===== src/rtl/leve1_pkg.sv =====
// Shared types and constants for the LEVE1 decode stage: operation classes,
// base opcodes and the decoded-entry record carried in the output register.
package leve1_pkg;

    localparam int XLEN = 64;

    typedef enum logic [3:0] {
        OP_LUI     = 4'd0,
        OP_AUIPC   = 4'd1,
        OP_JAL     = 4'd2,
        OP_JALR    = 4'd3,
        OP_BRANCH  = 4'd4,
        OP_LOAD    = 4'd5,
        OP_STORE   = 4'd6,
        OP_OPIMM   = 4'd7,
        OP_OP      = 4'd8,
        OP_OPIMM32 = 4'd9,
        OP_OP32    = 4'd10,
        OP_MISCMEM = 4'd11,
        OP_SYSTEM  = 4'd12,
        OP_ILL     = 4'd13
    } op_t;

    localparam logic [6:0] OPC_LUI     = 7'b0110111;
    localparam logic [6:0] OPC_AUIPC   = 7'b0010111;
    localparam logic [6:0] OPC_JAL     = 7'b1101111;
    localparam logic [6:0] OPC_JALR    = 7'b1100111;
    localparam logic [6:0] OPC_BRANCH  = 7'b1100011;
    localparam logic [6:0] OPC_LOAD    = 7'b0000011;
    localparam logic [6:0] OPC_STORE   = 7'b0100011;
    localparam logic [6:0] OPC_OPIMM   = 7'b0010011;
    localparam logic [6:0] OPC_OP      = 7'b0110011;
    localparam logic [6:0] OPC_OPIMM32 = 7'b0011011;
    localparam logic [6:0] OPC_OP32    = 7'b0111011;
    localparam logic [6:0] OPC_MISCMEM = 7'b0001111;
    localparam logic [6:0] OPC_SYSTEM  = 7'b1110011;

    typedef struct packed {
        op_t             op;
        logic [2:0]      funct3;
        logic            alt;
        logic [4:0]      rd;
        logic [4:0]      rs1;
        logic [4:0]      rs2;
        logic            rd_en;
        logic            rs1_en;
        logic            rs2_en;
        logic [XLEN-1:0] imm;
        logic            illegal;
    } dec_t;

endpackage


===== src/rtl/leve1_id_if.sv =====
// Fetch-to-decode input handshake, decoded output handshake and the flush
// redirect, bundled for the decode stage (slave) and its environment (master).
interface leve1_id_if;
    import leve1_pkg::*;

    logic            flush;
    logic            ivalid;
    logic            iready;
    logic [XLEN-1:0] ipc;
    logic [31:0]     iinstr;

    logic            ovalid;
    logic            oready;
    logic [XLEN-1:0] opc;
    logic [31:0]     oinstr;
    op_t             oop;
    logic [2:0]      ofunct3;
    logic            oalt;
    logic [4:0]      ord;
    logic [4:0]      ors1;
    logic [4:0]      ors2;
    logic            ord_en;
    logic            ors1_en;
    logic            ors2_en;
    logic [XLEN-1:0] oimm;
    logic            oillegal;

    modport slave (
        input  flush, ivalid, ipc, iinstr, oready,
        output iready, ovalid, opc, oinstr, oop, ofunct3, oalt,
               ord, ors1, ors2, ord_en, ors1_en, ors2_en, oimm, oillegal
    );

    modport master (
        output flush, ivalid, ipc, iinstr, oready,
        input  iready, ovalid, opc, oinstr, oop, ofunct3, oalt,
               ord, ors1, ors2, ord_en, ors1_en, ors2_en, oimm, oillegal
    );

endinterface


===== src/rtl/leve1_dec.sv =====
// Combinational RV64I classifier: instruction word to operation class,
// register indices/enables, sign-extended immediate and illegal flag.
module leve1_dec
    import leve1_pkg::*;
(
    input  logic [31:0] instr,
    output dec_t        dec
);

    logic [6:0]      opcode;
    logic [2:0]      f3;
    logic [6:0]      f7;
    logic [XLEN-1:0] imm_i, imm_s, imm_b, imm_u, imm_j;
    op_t             op;
    logic            bad, rd_use, rs1_use, rs2_use;
    logic [XLEN-1:0] imm;

    assign opcode = instr[6:0];
    assign f3     = instr[14:12];
    assign f7     = instr[31:25];

    assign imm_i = {{(XLEN-12){instr[31]}}, instr[31:20]};
    assign imm_s = {{(XLEN-12){instr[31]}}, instr[31:25], instr[11:7]};
    assign imm_b = {{(XLEN-13){instr[31]}}, instr[31], instr[7], instr[30:25], instr[11:8], 1'b0};
    assign imm_u = {{(XLEN-32){instr[31]}}, instr[31:12], 12'h000};
    assign imm_j = {{(XLEN-21){instr[31]}}, instr[31], instr[19:12], instr[20], instr[30:21], 1'b0};

    always_comb begin
        op      = OP_ILL;
        bad     = 1'b0;
        rd_use  = 1'b0;
        rs1_use = 1'b0;
        rs2_use = 1'b0;
        imm     = '0;
        case (opcode)
            OPC_LUI:    begin op = OP_LUI;   rd_use = 1'b1; imm = imm_u; end
            OPC_AUIPC:  begin op = OP_AUIPC; rd_use = 1'b1; imm = imm_u; end
            OPC_JAL:    begin op = OP_JAL;   rd_use = 1'b1; imm = imm_j; end
            OPC_JALR: begin
                op = OP_JALR; rd_use = 1'b1; rs1_use = 1'b1; imm = imm_i;
                bad = (f3 != 3'd0);
            end
            OPC_BRANCH: begin
                op = OP_BRANCH; rs1_use = 1'b1; rs2_use = 1'b1; imm = imm_b;
                bad = (f3 == 3'd2) || (f3 == 3'd3);
            end
            OPC_LOAD: begin
                op = OP_LOAD; rd_use = 1'b1; rs1_use = 1'b1; imm = imm_i;
                bad = (f3 == 3'd7);
            end
            OPC_STORE: begin
                op = OP_STORE; rs1_use = 1'b1; rs2_use = 1'b1; imm = imm_s;
                bad = (f3 > 3'd3);
            end
            OPC_OPIMM: begin
                op = OP_OPIMM; rd_use = 1'b1; rs1_use = 1'b1; imm = imm_i;
                // 64-bit shifts use a 6-bit shamt, so only instr[31:26] is the selector
                bad = ((f3 == 3'd1) || (f3 == 3'd5)) &&
                      !((instr[31:26] == 6'h00) || (instr[31:26] == 6'h10));
            end
            OPC_OPIMM32: begin
                op = OP_OPIMM32; rd_use = 1'b1; rs1_use = 1'b1; imm = imm_i;
                bad = ((f3 == 3'd1) || (f3 == 3'd5)) && instr[25];
            end
            OPC_OP, OPC_OP32: begin
                op = (opcode == OPC_OP) ? OP_OP : OP_OP32;
                rd_use = 1'b1; rs1_use = 1'b1; rs2_use = 1'b1;
                bad = !((f7 == 7'h00) || ((f7 == 7'h20) && ((f3 == 3'd0) || (f3 == 3'd5))));
            end
            OPC_MISCMEM: begin op = OP_MISCMEM; imm = imm_i; end
            OPC_SYSTEM:  begin op = OP_SYSTEM; rd_use = (f3 != 3'd0); imm = imm_i; end
            default:     bad = 1'b1;
        endcase
        if (instr[1:0] != 2'b11) begin
            bad = 1'b1;
        end

        dec.op      = bad ? OP_ILL : op;
        dec.funct3  = f3;
        dec.alt     = instr[30];
        dec.rd      = instr[11:7];
        dec.rs1     = instr[19:15];
        dec.rs2     = instr[24:20];
        dec.rd_en   = !bad && rd_use && (instr[11:7] != 5'd0);
        dec.rs1_en  = !bad && rs1_use;
        dec.rs2_en  = !bad && rs2_use;
        dec.imm     = bad ? '0 : imm;
        dec.illegal = bad;
    end

endmodule


===== src/rtl/leve1_id.sv =====
// LEVE1 decode stage: registered output entry plus a one-entry skid buffer of
// raw (PC, instruction) pairs so the upstream can run at full rate.
module leve1_id
    import leve1_pkg::*;
(
    input  logic       clk,
    input  logic       rst,
    leve1_id_if.slave  bus
);

    logic            o_valid_q, o_valid_d;
    logic [XLEN-1:0] o_pc_q, o_pc_d;
    logic [31:0]     o_instr_q, o_instr_d;
    dec_t            o_dec_q, o_dec_d;
    logic            s_valid_q, s_valid_d;
    logic [XLEN-1:0] s_pc_q, s_pc_d;
    logic [31:0]     s_instr_q, s_instr_d;

    logic            accept, drain, load_o;
    logic [XLEN-1:0] src_pc;
    logic [31:0]     src_instr;
    dec_t            src_dec;

    assign accept = bus.ivalid && !s_valid_q;
    assign drain  = o_valid_q && bus.oready;

    // A held skid entry is always older than anything upstream, so it wins the mux
    assign src_pc    = s_valid_q ? s_pc_q    : bus.ipc;
    assign src_instr = s_valid_q ? s_instr_q : bus.iinstr;

    leve1_dec u_dec (
        .instr (src_instr),
        .dec   (src_dec)
    );

    always_comb begin
        o_valid_d = o_valid_q;
        o_pc_d    = o_pc_q;
        o_instr_d = o_instr_q;
        o_dec_d   = o_dec_q;
        s_valid_d = s_valid_q;
        s_pc_d    = s_pc_q;
        s_instr_d = s_instr_q;
        load_o    = 1'b0;
        if (bus.flush) begin
            o_valid_d = 1'b0;
            s_valid_d = 1'b0;
        end else if (s_valid_q) begin
            if (drain) begin
                load_o    = 1'b1;
                s_valid_d = 1'b0;
            end
        end else if (!o_valid_q || drain) begin
            o_valid_d = accept;
            load_o    = accept;
        end else if (accept) begin
            s_valid_d = 1'b1;
            s_pc_d    = bus.ipc;
            s_instr_d = bus.iinstr;
        end
        if (load_o) begin
            o_valid_d = 1'b1;
            o_pc_d    = src_pc;
            o_instr_d = src_instr;
            o_dec_d   = src_dec;
        end
    end

    always_ff @(posedge clk or posedge rst) begin
        if (rst) begin
            o_valid_q <= 1'b0;
            o_pc_q    <= '0;
            o_instr_q <= '0;
            o_dec_q   <= '0;
            s_valid_q <= 1'b0;
            s_pc_q    <= '0;
            s_instr_q <= '0;
        end else begin
            o_valid_q <= o_valid_d;
            o_pc_q    <= o_pc_d;
            o_instr_q <= o_instr_d;
            o_dec_q   <= o_dec_d;
            s_valid_q <= s_valid_d;
            s_pc_q    <= s_pc_d;
            s_instr_q <= s_instr_d;
        end
    end

    assign bus.iready   = !s_valid_q;
    assign bus.ovalid   = o_valid_q;
    assign bus.opc      = o_pc_q;
    assign bus.oinstr   = o_instr_q;
    assign bus.oop      = o_dec_q.op;
    assign bus.ofunct3  = o_dec_q.funct3;
    assign bus.oalt     = o_dec_q.alt;
    assign bus.ord      = o_dec_q.rd;
    assign bus.ors1     = o_dec_q.rs1;
    assign bus.ors2     = o_dec_q.rs2;
    assign bus.ord_en   = o_dec_q.rd_en;
    assign bus.ors1_en  = o_dec_q.rs1_en;
    assign bus.ors2_en  = o_dec_q.rs2_en;
    assign bus.oimm     = o_dec_q.imm;
    assign bus.oillegal = o_dec_q.illegal;

endmodule


===== src/flat_wrapper.sv =====
// flat-port wrapper written by rule: the top's interface ports become plain ports
module leve1_id_flat import leve1_pkg::*;
  (clk, rst, bus_flush, bus_ivalid, bus_ipc, bus_iinstr, bus_oready, bus_iready, bus_ovalid, bus_opc, bus_oinstr, bus_oop, bus_ofunct3, bus_oalt, bus_ord, bus_ors1, bus_ors2, bus_ord_en, bus_ors1_en, bus_ors2_en, bus_oimm, bus_oillegal);
  leve1_id_if bus_i ();
  input  logic clk;
  input  logic rst;
  input wire logic [$bits(bus_i.flush)-1:0] bus_flush;
  input wire logic [$bits(bus_i.ivalid)-1:0] bus_ivalid;
  input wire logic [$bits(bus_i.ipc)-1:0] bus_ipc;
  input wire logic [$bits(bus_i.iinstr)-1:0] bus_iinstr;
  input wire logic [$bits(bus_i.oready)-1:0] bus_oready;
  output wire logic [$bits(bus_i.iready)-1:0] bus_iready;
  output wire logic [$bits(bus_i.ovalid)-1:0] bus_ovalid;
  output wire logic [$bits(bus_i.opc)-1:0] bus_opc;
  output wire logic [$bits(bus_i.oinstr)-1:0] bus_oinstr;
  output wire logic [$bits(bus_i.oop)-1:0] bus_oop;
  output wire logic [$bits(bus_i.ofunct3)-1:0] bus_ofunct3;
  output wire logic [$bits(bus_i.oalt)-1:0] bus_oalt;
  output wire logic [$bits(bus_i.ord)-1:0] bus_ord;
  output wire logic [$bits(bus_i.ors1)-1:0] bus_ors1;
  output wire logic [$bits(bus_i.ors2)-1:0] bus_ors2;
  output wire logic [$bits(bus_i.ord_en)-1:0] bus_ord_en;
  output wire logic [$bits(bus_i.ors1_en)-1:0] bus_ors1_en;
  output wire logic [$bits(bus_i.ors2_en)-1:0] bus_ors2_en;
  output wire logic [$bits(bus_i.oimm)-1:0] bus_oimm;
  output wire logic [$bits(bus_i.oillegal)-1:0] bus_oillegal;
  assign bus_i.flush = bus_flush;
  assign bus_i.ivalid = bus_ivalid;
  assign bus_i.ipc = bus_ipc;
  assign bus_i.iinstr = bus_iinstr;
  assign bus_i.oready = bus_oready;
  assign bus_iready = bus_i.iready;
  assign bus_ovalid = bus_i.ovalid;
  assign bus_opc = bus_i.opc;
  assign bus_oinstr = bus_i.oinstr;
  assign bus_oop = bus_i.oop;
  assign bus_ofunct3 = bus_i.ofunct3;
  assign bus_oalt = bus_i.oalt;
  assign bus_ord = bus_i.ord;
  assign bus_ors1 = bus_i.ors1;
  assign bus_ors2 = bus_i.ors2;
  assign bus_ord_en = bus_i.ord_en;
  assign bus_ors1_en = bus_i.ors1_en;
  assign bus_ors2_en = bus_i.ors2_en;
  assign bus_oimm = bus_i.oimm;
  assign bus_oillegal = bus_i.oillegal;
  leve1_id u_core (.clk(clk), .rst(rst), .bus(bus_i));
endmodule

===== config.mk =====
export PLATFORM = sky130hd
export DESIGN_NAME = leve1_id_flat
export DESIGN_NICKNAME = d
export VERILOG_FILES = /design/src/rtl/leve1_pkg.sv /design/src/rtl/leve1_id_if.sv /design/src/rtl/leve1_dec.sv /design/src/rtl/leve1_id.sv /design/src/flat_wrapper.sv
export SDC_FILE = /design/constraint.sdc
export NUM_CORES = 1
export LEC_CHECK = 0
export BUFFER_PORTS_ARGS = -buffer_cell sky130_fd_sc_hd__buf_2
export CAP_MARGIN = 0
export CELL_PAD_IN_SITES_DETAIL_PLACEMENT = 1
export CELL_PAD_IN_SITES_GLOBAL_PLACEMENT = 2
export CORE_ASPECT_RATIO = 0.7
export CORE_MARGIN = 8
export CORE_UTILIZATION = 37
export DETAILED_ROUTE_END_ITERATION = 12
export PLACE_DENSITY = 0.86
export SYNTH_ARGS = -nofsm -noshare
export SYNTH_HDL_FRONTEND = slang
export SYNTH_SLANG_ARGS = --single-unit

===== constraint.sdc =====
create_clock -name clk -period 13.8 [get_ports clk]
set_input_delay 2.76 -clock clk [delete_from_list [all_inputs] [get_ports clk]]
set_output_delay 2.76 -clock clk [all_outputs]
set_load 0.05 [all_outputs]

==> results of run 1 <==
## through the flow
stage	total power (W)	hold slack (ns)	area [um^2]	std cells	setup WS [ns]
2_1_floorplan	0.00140	0.479	11100	944	4.62
3_3_place_gp	0.00155	0.456	12400	1517	8.79
3_5_place_dp	0.00157	0.466	12400	1517	8.79
4_1_cts	0.00229	0.480	13300	1562	9.16
5_1_grt	0.00237	0.499	13300	1562	9.05
6_report	0.00227	0.472	13300	1563	9.22
## where the power goes
| part | internal, W | leakage, nW | switching (W) |
|---|---|---|---|
| registers | 0.000827 | 2.94 | 0.0000938 |
| clock network | 0.000420 | 0.437 | 0.000290 |
| logic | 0.000178 | 2.95 | 0.000456 |
## cell usage in the layout (no fill, tap or decap), drive strengths merged, types with 4 or more instances in the layout
cell	Yosys	routed
a21oi	7	7
a22o	26	26
a22oi	6	6
a31oi	5	5
a32o	12	12
buf	80	299
clkbuf	31	34
clkinv	0	7
dfrtp	234	234
inv	10	11
mux2	103	103
mux2i	96	96
nand2	113	113
nand3	5	5
nand3b	5	5
nand4	6	6
nor2	19	19
nor3	6	6
nor3b	4	4
o21ai	125	125
o22ai	4	4
o31ai	5	5
o32ai	5	5
## per-layer routing
layer / part of all wire, % / vias up / wire (um) / track usage [%]
met3: 7.8 / 70 / 2650 / 6.56
met2: 44 / 235 / 15100 / 28.3
met4: 2.5 / 20 / 860 / 4.81
li1: - / 3760 / - / -
met5: 0.37 / - / 125 / 0
met1: 45 / 4173 / 15300 / 24.7
## registers in the layout (all words and copies together) (netlist names)
signal	cells
u_core.s_instr_q	32
u_core.bus.ors2	4
u_core.bus.ovalid	1
u_core.bus.opc	64
u_core.bus.oimm	32
u_core.s_pc_q	64
u_core.bus.ors1_en	1
u_core.bus.ord_en	1
u_core.bus.ofunct3	2
u_core.bus.ors2_en	1
u_core.bus.oillegal	1
u_core.bus.oinstr	18
u_core.bus.ord	4
u_core.s_valid_q	1
u_core.bus.ors1	4
u_core.bus.oop	4
## area by class of cell
cell class	instances	area share, %
tap	385	3.63
multi-input combinational	589	33.9
clock inverter	11	0.942
sequential	234	44.1
clock buffer	34	5.65
timing repair buffer	299	11.5
inverter	10	0.339
antenna	1	0.0188
## path summary, 6_finish.rpt
| check | start | endpoint | slack [ns] | cells past startpoint |
|---|---|---|---|---|
| max reg2reg | u_core.s_valid_q | u_core.bus.oimm[7] | 9.31 | 8 |
| max | u_core.bus.oimm[62] | bus_oimm[62] | 9.22 | 1 |
| min in group asynchronous | rst | u_core.s_pc_q[18] | 2.34 | 2 |
| max in group asynchronous | rst | u_core.bus.opc[25] | 10.01 | 3 |
| min reg2reg | u_core.bus.oinstr[28] | u_core.bus.oinstr[28] | 0.47 | 2 |
| min | u_core.bus.oinstr[28] | u_core.bus.oinstr[28] | 0.47 | 2 |
## cells by family (layout without fill, tap and decap cells)
kind of cell / after synthesis / count (layout) / share of synthesized area, %
muxes: 199 / 199 / 19.6
and+or+nand+nor: 171 / 171 / 7.43
other: 0 / 1 / 0
DFF: 234 / 234 / 52.8
xor gates and xnor gates: 3 / 3 / 0.237
AOI/OAI and AO/OA: 216 / 216 / 13.2
buffers and inverters: 121 / 354 / 6.75
==> metrics, run 1 <==
result of the run=completed; post-synthesis async set-or-reset flop share=100%; port bufs=289; largest vdd supply drop=0.113 mV; Largest delay share family, worst path=flip-flops; full die area=0.0359 mm^2; clk sinks=234; final wirelength=34,100 um; count of flip-flops with a built-in enable after synthesis=0; DRT Pass-1 Iters=4; vertical extent of the die=161 um; Top FF cell, synth=sky130_fd_sc_hd__dfrtp_1; max-slew violation count=0; total number of nets in the final design=1,261; number of max-cap violations=0; count of unique library cells instantiated by Yosys=70; setup repair after global routing missed its margin=false; endpoint required time on the critical path=11.04 ns; Max Clock Freq=0.219 GHz; number of remaining DRC errors=0; most numerous cell types in the synthesized netlist=234 x sky130_fd_sc_hd__dfrtp_1, 113 x sky130_fd_sc_hd__o21ai_0, 111 x sky130_fd_sc_hd__nand2_1; proportion of layout cells with a drive suffix above 1=40.6%; min-delay worst type=reg2reg; worst skew pair latency=0.54 ns; Detail Route Antenna Nets=0; DR vias=8,258; clock transition at the register clock pins on the worst setup and hold paths after CTS=0.06 ns; GR Overflow Total=0; relative max-transition margin=31.6%; number of setup buffers added after CTS=0; CP max stage cell=sky130_fd_sc_hd__dfrtp_1; worst-margin pin slew=1.03 ns; crit-path cells=buf_2; PostCTS Resize Cnt=0; H-tree Lvls=1; final total negative setup slack=0 ns; width of the die=223 um; Seq/Total Area, Yosys=52.8%; clock tree from TritonCTS=built; I/O pin count=290; standby leakage power=6.32 nW; biggest area consumer among synthesized cells=sky130_fd_sc_hd__dfrtp_1; endpoints failing setup=0; wire length of the first global-routing pass=53,300 um; library cell used as clock root buffer=sky130_fd_sc_hd__clkbuf_16; number of failing hold endpoints at the final stage=0; final worst clock skew=0.0182 ns; cell count after synthesis=944; routability-driven placement congestion ratio=0.880; routed via count divided by cell count=5.28; Initial Util=37.3%; register bit total from synthesis=234; number of global-route vias before repair=8,832; top fanout value on the critical path=34; Filler Cell Count=3,269; share of the synthesized area in the top cell type=52.8%; Routed wire per std cell=21.8 um; number of antenna violations at the first check in global routing=10; most common cell in the synthesized netlist=sky130_fd_sc_hd__dfrtp_1; kind of end point of the critical path=output port; Period minus WS final=4.58 ns; crit path DAT=1.82 ns; count of synthesis-stage warnings from yosys=0; clk buf depth=3; Crit path buffers/inverters=1; PwrDens=170 mW/mm^2; total area of multi-input combinational cells=0.00450 mm^2; gr usage total=18.5%; hold_buf cts=0; netlist area before placement=0.0111 mm^2; largest stage delay on the critical path=0.88 ns; Detailed Place HPWL=24,300 um; kind of critical path=reg2out; Core Util, Final=44.6%; Area contributors post-synth=sky130_fd_sc_hd__dfrtp_1 53%, sky130_fd_sc_hd__mux2_2 9.8%, sky130_fd_sc_hd__mux2i_1 8.3%; pin count of the biggest net entering global routing=110; syn nets=1,045; CTS Buf Count=26; site row count=53; launching element type of the critical path=register; post-route clock period utilization=33.2%; DRT iter0 DRCs=471; post-synthesis to final-layout area growth=19.7%; area used by sequential logic in the layout=0.00586 mm^2; synthesized area per cell=11.8 um^2; Floorplan Core Area=0.0298 mm^2
(Power assumes the default switching activity.)
==> inputs of run 2 (changes only) <==
Settings changed: CORE_UTILIZATION 37 to 34, PLACE_DENSITY 0.86 to 0.8.
Clock period 13.8 ns to 4.4 ns, I/O delays scaled along.
==> metrics, run 2 (synthesis results as in run 1) <==
result of the run=completed; Max Clock Freq=0.310 GHz; number of setup buffers added after CTS=0 (unchanged); port bufs=289 (unchanged); antenna fix cells=0 (-1); pin count of the biggest net entering global routing=102 (-7.3%); crit path DAT=3.69 ns (+1.87 ns); clk buf depth=3 (unchanged); endpoint required time on the critical path=4.86 ns (-6.18 ns); vertical extent of the die=167 um (+3.9%); number of global-route vias before repair=8,767 (-0.74%); full die area=0.0388 mm^2 (+8.1%); routability-driven placement congestion ratio=0.865 (-1.7%); proportion of layout cells with a drive suffix above 1=41.1% (+0.47 points); endpoints failing setup=0 (unchanged); number of antenna violations at the first check in global routing=12 (+2); Floorplan Core Area=0.0322 mm^2 (+8.2%); kind of end point of the critical path=register; launching element type of the critical path=register; worst r2r path cells=8 (unchanged); library cell used as clock root buffer=sky130_fd_sc_hd__clkbuf_16; largest vdd supply drop=0.310 mV (+170%); relative max-transition margin=47.4% (+16 points); setup repair after global routing missed its margin=false; post-synthesis to final-layout area growth=21.7%; worst skew pair latency=0.54 ns (about the same); hold_buf cts=0 (unchanged); number of max-cap violations=0 (unchanged); final wirelength=34,800 um (+2.1%); CTS Buf Count=25 (-3.8%); Detailed Place HPWL=25,600 um (+5.6%); routed via count divided by cell count=5.11 (-3.2%); Initial Util=34.5% (-2.8 points); PwrDens=539 mW/mm^2 (+220%); site row count=55 (+3.8%); worst-margin pin slew=0.789 ns (-0.238 ns); wire length of the first global-routing pass=54,100 um (+1.7%); most frequent standard cell in the layout excluding fill and tap cells=sky130_fd_sc_hd__buf_2; min-delay worst type=in2async; number of remaining DRC errors=0 (unchanged); met3 track demand over resource in global routing=6.85% (+0.30 points); DR vias=8,259 (+0.012%); clock tree from TritonCTS=built; GR Overflow Total=0 (unchanged); max-slew violation count=0 (unchanged); DRT iter0 DRCs=476 (+1.1%); Detail Route Antenna Nets=0 (unchanged); top fanout value on the critical path=32 (-5.9%); I/O pin count=290 (unchanged); final worst clock skew=0.0178 ns (-0.000361 ns); clock transition at the register clock pins on the worst setup and hold paths after CTS=0.06 ns (about the same); most used routing layer in global routing=met2; Period minus WS final=3.22 ns; commonest cells after routing, fill and taps aside=289 x sky130_fd_sc_hd__buf_2, 233 x sky130_fd_sc_hd__dfrtp_1, 113 x sky130_fd_sc_hd__o21ai_0, 111 x sky130_fd_sc_hd__nand2_1, 97 x sky130_fd_sc_hd__mux2_2; PostCTS Resize Cnt=0 (unchanged); standby leakage power=6.40 nW (+1.2%); kind of critical path=reg2reg; number of failing hold endpoints at the final stage=0 (unchanged); total number of nets in the final design=1,270 (+0.71%); Core Util, Final=41.9% (-2.7 points); final total negative setup slack=0 ns (unchanged); Filler Cell Count=3,549 (+8.6%); post-route clock period utilization=73.3%; met2 capacity usage during global routing=26.6% (-1.7 points); gr usage total=17.4% (-1.1 points); clk sinks=234 (unchanged); global-route track usage on met1=23.2% (-1.5 points); width of the die=232 um (+4.0%); DRT Pass-1 Iters=5 (+1); H-tree Lvls=1 (unchanged); Routed wire per std cell=21.6 um (-1.2%)
-- run 2: worst paths after layout --
| path | startpoint | end | slack [ns] |
|---|---|---|---|
| max | u_core.s_valid_q | u_core.bus.oimm[6] | 1.18 |
| min | rst | u_core.bus.opc[56] | 0.29 |
| max reg2reg | u_core.s_valid_q | u_core.bus.oimm[6] | 1.18 |
| min reg2reg | u_core.bus.opc[40] | u_core.bus.opc[40] | 0.47 |
| max in group asynchronous | rst | u_core.bus.opc[24] | 3.27 |
| min in group clk | u_core.bus.opc[40] | u_core.bus.opc[40] | 0.47 |
-- run 2: per-layer routing --
metal	up-vias	routed length, um	part of all wire (%)
li1	3792	-	-
met1	4136	15100	43
met2	242	15700	45
met3	65	3210	9.2
met4	24	663	1.9
met5	-	154	0.44
-- run 2: worst max-delay path, cell delays in order (launching register included) --
cell,delay [ns]
sky130_fd_sc_hd__dfrtp_4,0.67
sky130_fd_sc_hd__buf_4,0.49
sky130_fd_sc_hd__mux2i_1,0.65
sky130_fd_sc_hd__nor4_1,0.10
sky130_fd_sc_hd__o21ai_1,0.16
sky130_fd_sc_hd__nand4_2,0.23
sky130_fd_sc_hd__nor3b_4,0.23
sky130_fd_sc_hd__buf_4,0.37
sky130_fd_sc_hd__a32o_1,0.23
-- run 2: final cells by class --
cell class	instances	area, um^2	share of cell area [%]
sequential	234	5860	43.4
multi-input combinational	589	4500	33.3
timing repair buffer	309	1630	12.1
clock buffer	32	702	5.20
tap	427	534	3.96
clock inverter	14	230	1.70
inverter	10	41.3	0.306
-- run 2: stage by stage --
step,worst slack (ns),instance area [um^2],total power [W],cells,hold WS [ns]
2_1_floorplan,0.456,11100,0.00441,944,0.479
3_3_place_gp,1.22,12600,0.00489,1569,0.455
3_5_place_dp,1.17,12600,0.00496,1569,0.465
4_1_cts,1.15,13500,0.00739,1615,0.254
5_1_grt,0.985,13500,0.00763,1615,0.263
6_report,1.18,13500,0.00728,1615,0.289
-- run 2: report_power, final --
part / internal, W / total [W] / switching, W
combinational: 0.000569 / 0.00201 / 0.00144
sequential: 0.00259 / 0.00288 / 0.000287
clock: 0.00148 / 0.00239 / 0.000907
total: 0.00464 / 0.00728 / 0.00264
==> inputs of run 3 (changes only) <==
Clock period 4.4 ns to 3.36 ns, I/O delays scaled along.
==> metrics, run 3 (synthesis results as in run 1) <==
I/O pin count=290 (unchanged); Floorplan Core Area=0.0322 mm^2 (unchanged); launching element type of the critical path=register; most frequent standard cell in the layout excluding fill and tap cells=sky130_fd_sc_hd__buf_2; final wirelength=33,700 um (-3.3%); worst skew pair latency=0.53 ns (about the same); routability-driven placement congestion ratio=0.885 (+2.3%); Routed wire per std cell=20.9 um (-3.2%); endpoints failing setup=0 (unchanged); PwrDens=678 mW/mm^2 (+26%); relative max-transition margin=38.7% (-8.8 points); hold_buf cts=0 (unchanged); clk buf depth=3 (unchanged); clock tree from TritonCTS=built; PostCTS Resize Cnt=0 (unchanged); crit-path cells=buf_12 > mux2_4 > nor2_4 > nand4_2 > a31oi_4 > nor3b_4 > buf_4 > a32o_1; post-route clock period utilization=89.6% (+16 points); DR vias=8,090 (-2.0%); Filler Cell Count=3,547 (-0.056%); worst r2r path cells=8 (unchanged); endpoint of the worst setup timing path=u_core.bus.oimm[6]; max-slew violation count=0 (unchanged); number of global-route vias before repair=8,752 (-0.17%); CP max stage cell=sky130_fd_sc_hd__dfrtp_4; library cell used as clock root buffer=sky130_fd_sc_hd__clkbuf_16; worst-margin pin slew=0.920 ns (+0.131 ns); hold slack=0.0876 ns (-0.202 ns); slack of the worst reg-to-reg path=0.35 ns (-0.83 ns); DRT iter0 DRCs=388 (-18%); met3 routed wirelength=2660 um (-17%); power after layout=0.00910 W (+25%); worst flop-to-flop path endpoint=u_core.bus.oimm[6]; Max Clock Freq=0.332 GHz (+7.1%); gr usage total=16.9% (-0.48 points); total number of nets in the final design=1,269 (-0.079%); endpoint required time on the critical path=3.81 ns (-1.05 ns); H-tree Lvls=1 (unchanged); result of the run=completed; number of failing hold endpoints at the final stage=0 (unchanged); kind of critical path=reg2reg; min-delay worst type=in2async; largest stage delay on the critical path=0.81 ns (+0.14 ns); CTS Buf Count=25 (unchanged); standby leakage power=6.35 nW (-0.88%); kind of end point of the critical path=register; Initial Util=34.5% (unchanged); vertical extent of the die=167 um (unchanged); top routing layer in use=met5; wire length of the first global-routing pass=52,900 um (-2.3%); setup repair after global routing missed its margin=false; post-synthesis to final-layout area growth=20.9%; crit path DAT=3.46 ns (-0.23 ns); number of antenna violations at the first check in global routing=11 (-1); DRT Pass-1 Iters=4 (-1); Detail Route Antenna Nets=0 (unchanged); top fanout value on the critical path=42 (+31%); site row count=55 (unchanged); non-filler cells in the finished layout=1,613 (-0.12%); Cells after DPL=1,568 (-0.064%); critical path launch point=u_core.s_valid_q; number of setup buffers added after CTS=0 (unchanged); largest vdd supply drop=0.447 mV (+44%); clock transition at the register clock pins on the worst setup and hold paths after CTS=0.06 ns (about the same); Core Util, Final=41.7% (-0.25 points); commonest cells after routing, fill and taps aside=289 x sky130_fd_sc_hd__buf_2, 233 x sky130_fd_sc_hd__dfrtp_1, 113 x sky130_fd_sc_hd__o21ai_0, 111 x sky130_fd_sc_hd__nand2_1, 97 x sky130_fd_sc_hd__mux2_2; final worst clock skew=0.0233 ns (+0.00548 ns); number of remaining DRC errors=0 (unchanged); Detailed Place HPWL=25,000 um (-2.5%); GR Overflow Total=0 (unchanged); Period minus WS final=3.01 ns (-0.215 ns); pin count of the biggest net entering global routing=87 (-15%); width of the die=232 um (unchanged); Routed met1 length=15,000 um (-0.69%); routed via count divided by cell count=5.02 (-1.9%); port bufs=289 (unchanged); worst reg2reg path startpoint=u_core.s_valid_q; wire length on met2=15,400 um (-2.0%); number of max-cap violations=0 (unchanged); final total negative setup slack=0 ns (unchanged); proportion of layout cells with a drive suffix above 1=40.8% (-0.32 points); clk sinks=234 (unchanged); full die area=0.0388 mm^2 (unchanged)
run 3: cell types whose count changed in the layout (fill, tap and decap cells not counted), sizes merged:
cell,delta
clkbuf,+1
buf,-1
clkinvlp,+3
diode,+1
bufinv,-5
inv,-1
run 3: cell type report:
cell class / count / area, um^2 / share of cell area [%]
antenna: 1 / 2.50 / 0.0186
clock buffer: 33 / 696 / 5.18
clock inverter: 11 / 97.6 / 0.727
inverter: 10 / 41.3 / 0.308
multi-input combinational: 589 / 4500 / 33.5
sequential: 234 / 5860 / 43.7
tap: 427 / 534 / 3.98
timing repair buffer: 308 / 1690 / 12.6
run 3: worst min path at each step:
stage                                 endpoint  slack, ns  depth (start not counted)
final                       u_core.bus.opc[59]       0.09                          2
after global placement      u_core.bus.opc[50]       0.46                          2
after floorplan           u_core.s_instr_q[15]       0.48                          1
after global routing        u_core.bus.opc[59]       0.08                          2
after detailed placement    u_core.bus.opc[35]       0.47                          2
after CTS                   u_core.bus.opc[59]       0.06                          2
run 3: worst max-delay path: cells and delay by family, from the launching register on:
kind / cells / cell delay, ns
DFF: 1 / 0.81
buffers and inverters: 2 / 0.65
AOI/OAI and AO/OA: 2 / 0.56
and+or+nand+nor: 3 / 0.51
muxes: 1 / 0.34
run 3: power by group:
group | switching [W] | internal (W)
Sequential | 0.000385 | 0.00340
Clock | 0.00116 | 0.00154
Combinational | 0.00187 | 0.000756
run 3: metrics by stage:
step | setup slack (ns) | cell area, um^2
3_5_place_dp | 0.372 | 12600
5_1_grt | 0.183 | 13400
4_1_cts | 0.330 | 13400
2_1_floorplan | -0.376 | 11100
6_report | 0.350 | 13400
3_3_place_gp | 0.415 | 12600
run 3: metal layers:
layer	GRT usage (%)	vias to the layer above
li1	-	3773
met1	22.3	4044
met2	27.0	201
met3	6.13	52
met4	2.59	20
met5	0	-
